<file path="src/rtl/vga_timing_pkg.sv">
// rtl/vga_timing_pkg.sv - default 640x480@60 VGA timing constants and sync-level helper
package vga_timing_pkg;

    // Default horizontal timing (pixels)
    localparam int DEF_H_VISIBLE = 640;
    localparam int DEF_H_FRONT   = 16;
    localparam int DEF_H_SYNC    = 96;
    localparam int DEF_H_BACK    = 48;

    // Default vertical timing (lines)
    localparam int DEF_V_VISIBLE = 480;
    localparam int DEF_V_FRONT   = 10;
    localparam int DEF_V_SYNC    = 2;
    localparam int DEF_V_BACK    = 33;

    localparam int DEF_H_TOTAL = DEF_H_VISIBLE + DEF_H_FRONT + DEF_H_SYNC + DEF_H_BACK;
    localparam int DEF_V_TOTAL = DEF_V_VISIBLE + DEF_V_FRONT + DEF_V_SYNC + DEF_V_BACK;

    // Sync windows are half-open: [start, end)
    localparam int DEF_HSYNC_START = DEF_H_VISIBLE + DEF_H_FRONT;
    localparam int DEF_HSYNC_END   = DEF_HSYNC_START + DEF_H_SYNC;
    localparam int DEF_VSYNC_START = DEF_V_VISIBLE + DEF_V_FRONT;
    localparam int DEF_VSYNC_END   = DEF_VSYNC_START + DEF_V_SYNC;

    // Pin level for a sync signal: active-low polarity inverts the active flag
    function automatic logic sync_level(input logic active, input logic active_low);
        return active ^ active_low;
    endfunction

endpackage

</file>
<file path="src/rtl/mod_counter.sv">
// rtl/mod_counter.sv - modulo-MOD up counter with terminal-count flag
module mod_counter #(
    parameter int MOD = 800,
    parameter int W   = 10
) (
    input  logic         CLK,
    input  logic         RESET_N,
    input  logic         en,
    output logic [W-1:0] count,
    output logic         wrap
);

    localparam logic [W-1:0] LAST = W'(MOD - 1);

    logic [W-1:0] count_q;
    logic [W-1:0] count_d;

    // wrap flags the terminal count; the caller gates it with its own enable
    assign wrap  = (count_q == LAST);
    assign count = count_q;

    // Next count: advance when enabled, return to zero after the terminal count
    always_comb begin
        count_d = count_q;
        if (en) begin
            count_d = wrap ? '0 : count_q + 1'b1;
        end
    end

    // Count register, cleared asynchronously
    always_ff @(posedge CLK or negedge RESET_N) begin
        if (!RESET_N) begin
            count_q <= '0;
        end else begin
            count_q <= count_d;
        end
    end

endmodule

</file>
<file path="src/rtl/vga_timing_controller.sv">
// rtl/vga_timing_controller.sv - VGA raster timing generator with registered decode outputs
module vga_timing_controller
    import vga_timing_pkg::*;
#(
    parameter int H_VISIBLE       = DEF_H_VISIBLE,
    parameter int H_FRONT         = DEF_H_FRONT,
    parameter int H_SYNC          = DEF_H_SYNC,
    parameter int H_BACK          = DEF_H_BACK,
    parameter int V_VISIBLE       = DEF_V_VISIBLE,
    parameter int V_FRONT         = DEF_V_FRONT,
    parameter int V_SYNC          = DEF_V_SYNC,
    parameter int V_BACK          = DEF_V_BACK,
    parameter int SYNC_ACTIVE_LOW = 1,
    parameter int CW              = 10
) (
    input  logic          CLK,
    input  logic          RESET_N,
    input  logic          PIX_EN,
    output logic          H_Display,
    output logic          V_Display,
    output logic          HSYNC,
    output logic          VSYNC,
    output logic [CW-1:0] PIXEL_X,
    output logic [CW-1:0] PIXEL_Y,
    output logic          LINE_START,
    output logic          FRAME_START
);

    localparam int H_TOTAL = H_VISIBLE + H_FRONT + H_SYNC + H_BACK;
    localparam int V_TOTAL = V_VISIBLE + V_FRONT + V_SYNC + V_BACK;

    // Decode compares run one bit wider so a sync end equal to 2**CW stays representable
    localparam logic [CW:0] H_VIS_L    = (CW+1)'(H_VISIBLE);
    localparam logic [CW:0] HS_START_L = (CW+1)'(H_VISIBLE + H_FRONT);
    localparam logic [CW:0] HS_END_L   = (CW+1)'(H_VISIBLE + H_FRONT + H_SYNC);
    localparam logic [CW:0] V_VIS_L    = (CW+1)'(V_VISIBLE);
    localparam logic [CW:0] VS_START_L = (CW+1)'(V_VISIBLE + V_FRONT);
    localparam logic [CW:0] VS_END_L   = (CW+1)'(V_VISIBLE + V_FRONT + V_SYNC);
    localparam logic        SYNC_POL   = (SYNC_ACTIVE_LOW != 0);

    if (((2 ** CW) < H_TOTAL) || ((2 ** CW) < V_TOTAL)) begin : g_cw_check
        $error("vga_timing_controller: CW too narrow for H_TOTAL/V_TOTAL");
    end

    logic [CW-1:0] h_cnt;
    logic [CW-1:0] v_cnt;
    logic          h_wrap;
    logic          v_wrap_unused;
    logic [CW:0]   h_ext;
    logic [CW:0]   v_ext;

    logic          hd_d, hd_q;
    logic          vd_d, vd_q;
    logic          hs_d, hs_q;
    logic          vs_d, vs_q;
    logic [CW-1:0] x_d, x_q;
    logic [CW-1:0] y_d, y_q;
    logic          ls_d, ls_q;
    logic          fs_d, fs_q;

    // Counters hold the position the next PIX_EN edge will present
    mod_counter #(.MOD(H_TOTAL), .W(CW)) u_h_cnt (
        .CLK     (CLK),
        .RESET_N (RESET_N),
        .en      (PIX_EN),
        .count   (h_cnt),
        .wrap    (h_wrap)
    );

    mod_counter #(.MOD(V_TOTAL), .W(CW)) u_v_cnt (
        .CLK     (CLK),
        .RESET_N (RESET_N),
        .en      (PIX_EN & h_wrap),
        .count   (v_cnt),
        .wrap    (v_wrap_unused)
    );

    assign h_ext = {1'b0, h_cnt};
    assign v_ext = {1'b0, v_cnt};

    // Decode the position about to be presented
    always_comb begin
        hd_d = (h_ext < H_VIS_L);
        vd_d = (v_ext < V_VIS_L);
        hs_d = sync_level((h_ext >= HS_START_L) && (h_ext < HS_END_L), SYNC_POL);
        vs_d = sync_level((v_ext >= VS_START_L) && (v_ext < VS_END_L), SYNC_POL);
        x_d  = h_cnt;
        y_d  = v_cnt;
        ls_d = (h_cnt == '0);
        fs_d = (h_cnt == '0) && (v_cnt == '0);
    end

    // Output registers load on pixel ticks only, so everything holds between ticks
    always_ff @(posedge CLK or negedge RESET_N) begin
        if (!RESET_N) begin
            hd_q <= 1'b0;
            vd_q <= 1'b0;
            hs_q <= sync_level(1'b0, SYNC_POL);
            vs_q <= sync_level(1'b0, SYNC_POL);
            x_q  <= '0;
            y_q  <= '0;
            ls_q <= 1'b0;
            fs_q <= 1'b0;
        end else if (PIX_EN) begin
            hd_q <= hd_d;
            vd_q <= vd_d;
            hs_q <= hs_d;
            vs_q <= vs_d;
            x_q  <= x_d;
            y_q  <= y_d;
            ls_q <= ls_d;
            fs_q <= fs_d;
        end
    end

    assign H_Display   = hd_q;
    assign V_Display   = vd_q;
    assign HSYNC       = hs_q;
    assign VSYNC       = vs_q;
    assign PIXEL_X     = x_q;
    assign PIXEL_Y     = y_q;
    assign LINE_START  = ls_q;
    assign FRAME_START = fs_q;

endmodule

</file>
<file path="config.mk">
export PLATFORM = sky130hd
export DESIGN_NAME = vga_timing_controller
export DESIGN_NICKNAME = d
export VERILOG_FILES = /design/src/rtl/vga_timing_pkg.sv /design/src/rtl/mod_counter.sv /design/src/rtl/vga_timing_controller.sv
export SDC_FILE = /design/constraint.sdc
export NUM_CORES = 1
export LEC_CHECK = 0
export CELL_PAD_IN_SITES_DETAIL_PLACEMENT = 1
export CELL_PAD_IN_SITES_GLOBAL_PLACEMENT = 2
export CORE_MARGIN = 2
export CORE_UTILIZATION = 30
export DETAILED_ROUTE_END_ITERATION = 8
export PLACE_DENSITY_LB_ADDON = 0.1
export SYNTH_ARGS = -nofsm -noshare
export SYNTH_HDL_FRONTEND = slang
export SYNTH_SLANG_ARGS = --single-unit
</file>
<file path="constraint.sdc">
create_clock -name CLK -period 1.95 [get_ports CLK]
set_input_delay 0.585 -clock CLK [delete_from_list [all_inputs] [get_ports CLK]]
set_output_delay 0.585 -clock CLK [all_outputs]
set_load 0.01 [all_outputs]
</file>
==> results.cfg <==
[route]
wl_per_cell_um = 15.6
dr.pass1.iters = 4
drcViolationCount = 0
drt_iter0_markers = 51
via_per_inst = 4.97
wl_um = 4700
vias = 1502
drtAntennaViolNets = 0

[cts]
clock_sinks = 46
cts_tree = done
ctsResizeCount = 2
cts_setup_buffers = 0
htree_num_levels = 2
cts_root_buf = clkbuf_8
numCtsBuffers = 5
clk_pin_slew_ps = 90
clk_latency_ps = 300
postCtsHoldBufs = 0
cts.path.max_buffers = 2

[die]
die-area_um2 = 7650
fp.dieH_um = 87.5
die_x_um = 87.5
rows = 30
start_util_pct = 30.9
coreArea_um2 = 6760
io_pins = 29

[synthesis]
avgSynthCellArea_um2 = 11.6
syn_inst = 181
synthArstFlopShare_pct = 100
ys.flop_type = dfrtp_1
synth_edf_count = 0
yosysUniqueCellTypes = 36
seq_area_frac_synth_pct = 55.2
ys_seq_elements = 46
synth_area_um2 = 2090
yosys_warnings = 0
synth_nets = 188

[global_routing]
antenna_found_initial = 0
globalRouteOverflowTotal = 0
grt_pass1_vias = 1657
grt_pass1_wl_um = 8070
grt_util_all_layers_pct = 13.6
grt_start_max_net_pins = 47

[worst_setup_path]
path_max_fanout = 6
rr_worst_depth = 4
regToRegStartpoint = u_v_cnt.count[4]
rr_endpoint = u_v_cnt.count[0]
worstSetupEndpointType = flip-flop
start_kind = primary input
criticalPathCategory = in -> reg
crit_required_ps = 2160
cp.arrival_ps = 2010
r2r_slack_ps = 180

[power]
seqPwrFrac_pct = 50.4
p_comb_share_pct = 18.1
powerDensity_nw_per_um2 = 882
vdd_drop_max_mv = 0.418
p_leak_nw = 1.16
pwr-share-clk_pct = 31.5
p_int_mw = 1.71
p_switching_mw = 0.618
p_sw_share_pct = 26.5

[timing]
fin_ws_ps = 148
fmax_mhz = 555
rsz0062_at_grt = no
finalHoldViolCount = 0
slew_headroom_pct = 60.0
setup-violations-final = 0
hold_ws_ps = 257
period_needed_ps = 1800
period_share_pct = 92.4
slew_violations = 0
tightest_slew_ps = 594
fin_skew_ps = 15.1

[layout]
nets = 228
design_area_um2 = 2640
multi_input_area_um2 = 852
diodes = 0
ff_latch_area_um2 = 1150
final_util_pct = 39.1
nFillCells = 751
area_delta_synth_final_pct = 26.2
drive_above_1_share_pct = 21.6
stdcell_count = 302

[placement]
routabilityCongestion = 0.838
dp_hpwl_um = 3440
pre_cts_ws_ps = -206
dp_cells = 294
portBuffers = 28
placed_cell_area_um2 = 2520

[hold_path]
hp-class = in -> async

[run]
cap_violations = 0

[run_status]
status = completed
[cell usage in the layout, fill, tap and decap left out, types with 2 or more instances in the layout]
cell / instances
nand3_1: 10
mux2_2: 20
nand4_1: 5
and3_1: 3
nor3_1: 4
nor4_1: 5
ha_1: 4
inv_1: 9
nand2_1: 14
o211ai_1: 2
clkdlybuf4s50_1: 25
xnor2_1: 5
a21oi_1: 2
o21ai_0: 9
dlygate4sd2_1: 2
nor2_1: 10
xor2_1: 5
buf_4: 12
dfstp_2: 2
or4_1: 2
mux2i_1: 2
dfrtp_1: 44
nand3b_1: 2
o31ai_1: 2
clkbuf_8: 6
a31oi_1: 2
[logic make-up after synthesis]
family	count (synthesis)	synth area share [%]
adders and majority gates	4	2.39
and+or+nand+nor	62	16.7
DFF	46	55.2
muxes	22	11.7
xor gates and xnor gates	10	4.19
AOI/OAI and AO/OA	20	5.74
buffers and inverters	17	4.07
[worst max-delay path by stage]
stage,slack [ps],start,to,cells after the start
after floorplan,350,PIX_EN,PIXEL_X[0],3
after global placement,-110,PIX_EN,u_v_cnt.count[8],6
after detailed placement,-210,PIX_EN,u_v_cnt.count[8],6
after CTS,120,PIX_EN,u_v_cnt.count[8],6
after global routing,4,u_v_cnt.count[4],u_v_cnt.count[0],4
final,150,PIX_EN,u_v_cnt.count[8],6
[per-layer routing]
metal  share of wire (%)  wire length, um  GRT usage [%]  vias up
met4                0.94               44           5.03        0
li1                    -                -              -      715
met3                 1.6               73           2.56        4
met1                  46             2160           17.1      768
met2                  51             2420           23.3       15
met5                   0                0              0        -
[synth_stat cells, types with 5 or more instances]
cell | instances | area [um2]
o21ai_0 | 9 | 45.0
nand2_1 | 14 | 52.6
nand4_1 | 5 | 31.3
inv_1 | 9 | 33.8
dfrtp_1 | 44 | 1100
nor2_1 | 10 | 37.5
xnor2_1 | 5 | 43.8
nand3_1 | 10 | 50.1
nor4_1 | 5 | 31.3
mux2_2 | 20 | 225
xor2_1 | 5 | 43.8
[cell type report]
class | count | area share (%)
Sequential cell | 46 | 43.7
Clock inverter | 1 | 1.14
Multi-Input combinational cell | 118 | 32.3
Clock buffer | 7 | 3.27
Timing Repair Buffer | 41 | 14.5
Inverter | 9 | 1.28
Tap cell | 80 | 3.79
[registers in the layout, indices dropped and copies added, names as in the netlist]
| register | cells |
|---|---|
| V_Display | 1 |
| u_h_cnt.count | 10 |
| FRAME_START | 1 |
| u_v_cnt.count | 10 |
| LINE_START | 1 |
| PIXEL_Y | 10 |
| PIXEL_X | 10 |
| VSYNC | 1 |
| H_Display | 1 |
| HSYNC | 1 |
[through the flow]
| stage | power (mW) | TNS, ps |
|---|---|---|
| after floorplan | 1.40 | 0 |
| after global placement | 1.61 | -1010 |
| after detailed placement | 1.62 | -1840 |
| after CTS | 2.37 | 0 |
| after global routing | 2.46 | 0 |
| final | 2.33 | 0 |
[power groups by stage]
stage          logic [mW]  clock network, mW  registers, mW
6_report            0.421              0.734           1.17
5_1_grt             0.469              0.799           1.19
4_1_cts             0.433              0.768           1.17
3_5_place_dp        0.430                  0           1.19
3_3_place_gp        0.425                  0           1.18
2_1_floorplan       0.214                  0           1.19
[worst max-delay path, cell delays in order]
cell,delay (ps)
clkdlybuf4s50_1,510
nand3_1,110
buf_4,160
and3b_2,300
nand2_1,100
o31ai_1,250
Note: power is estimated with default switching activity, not from simulation.
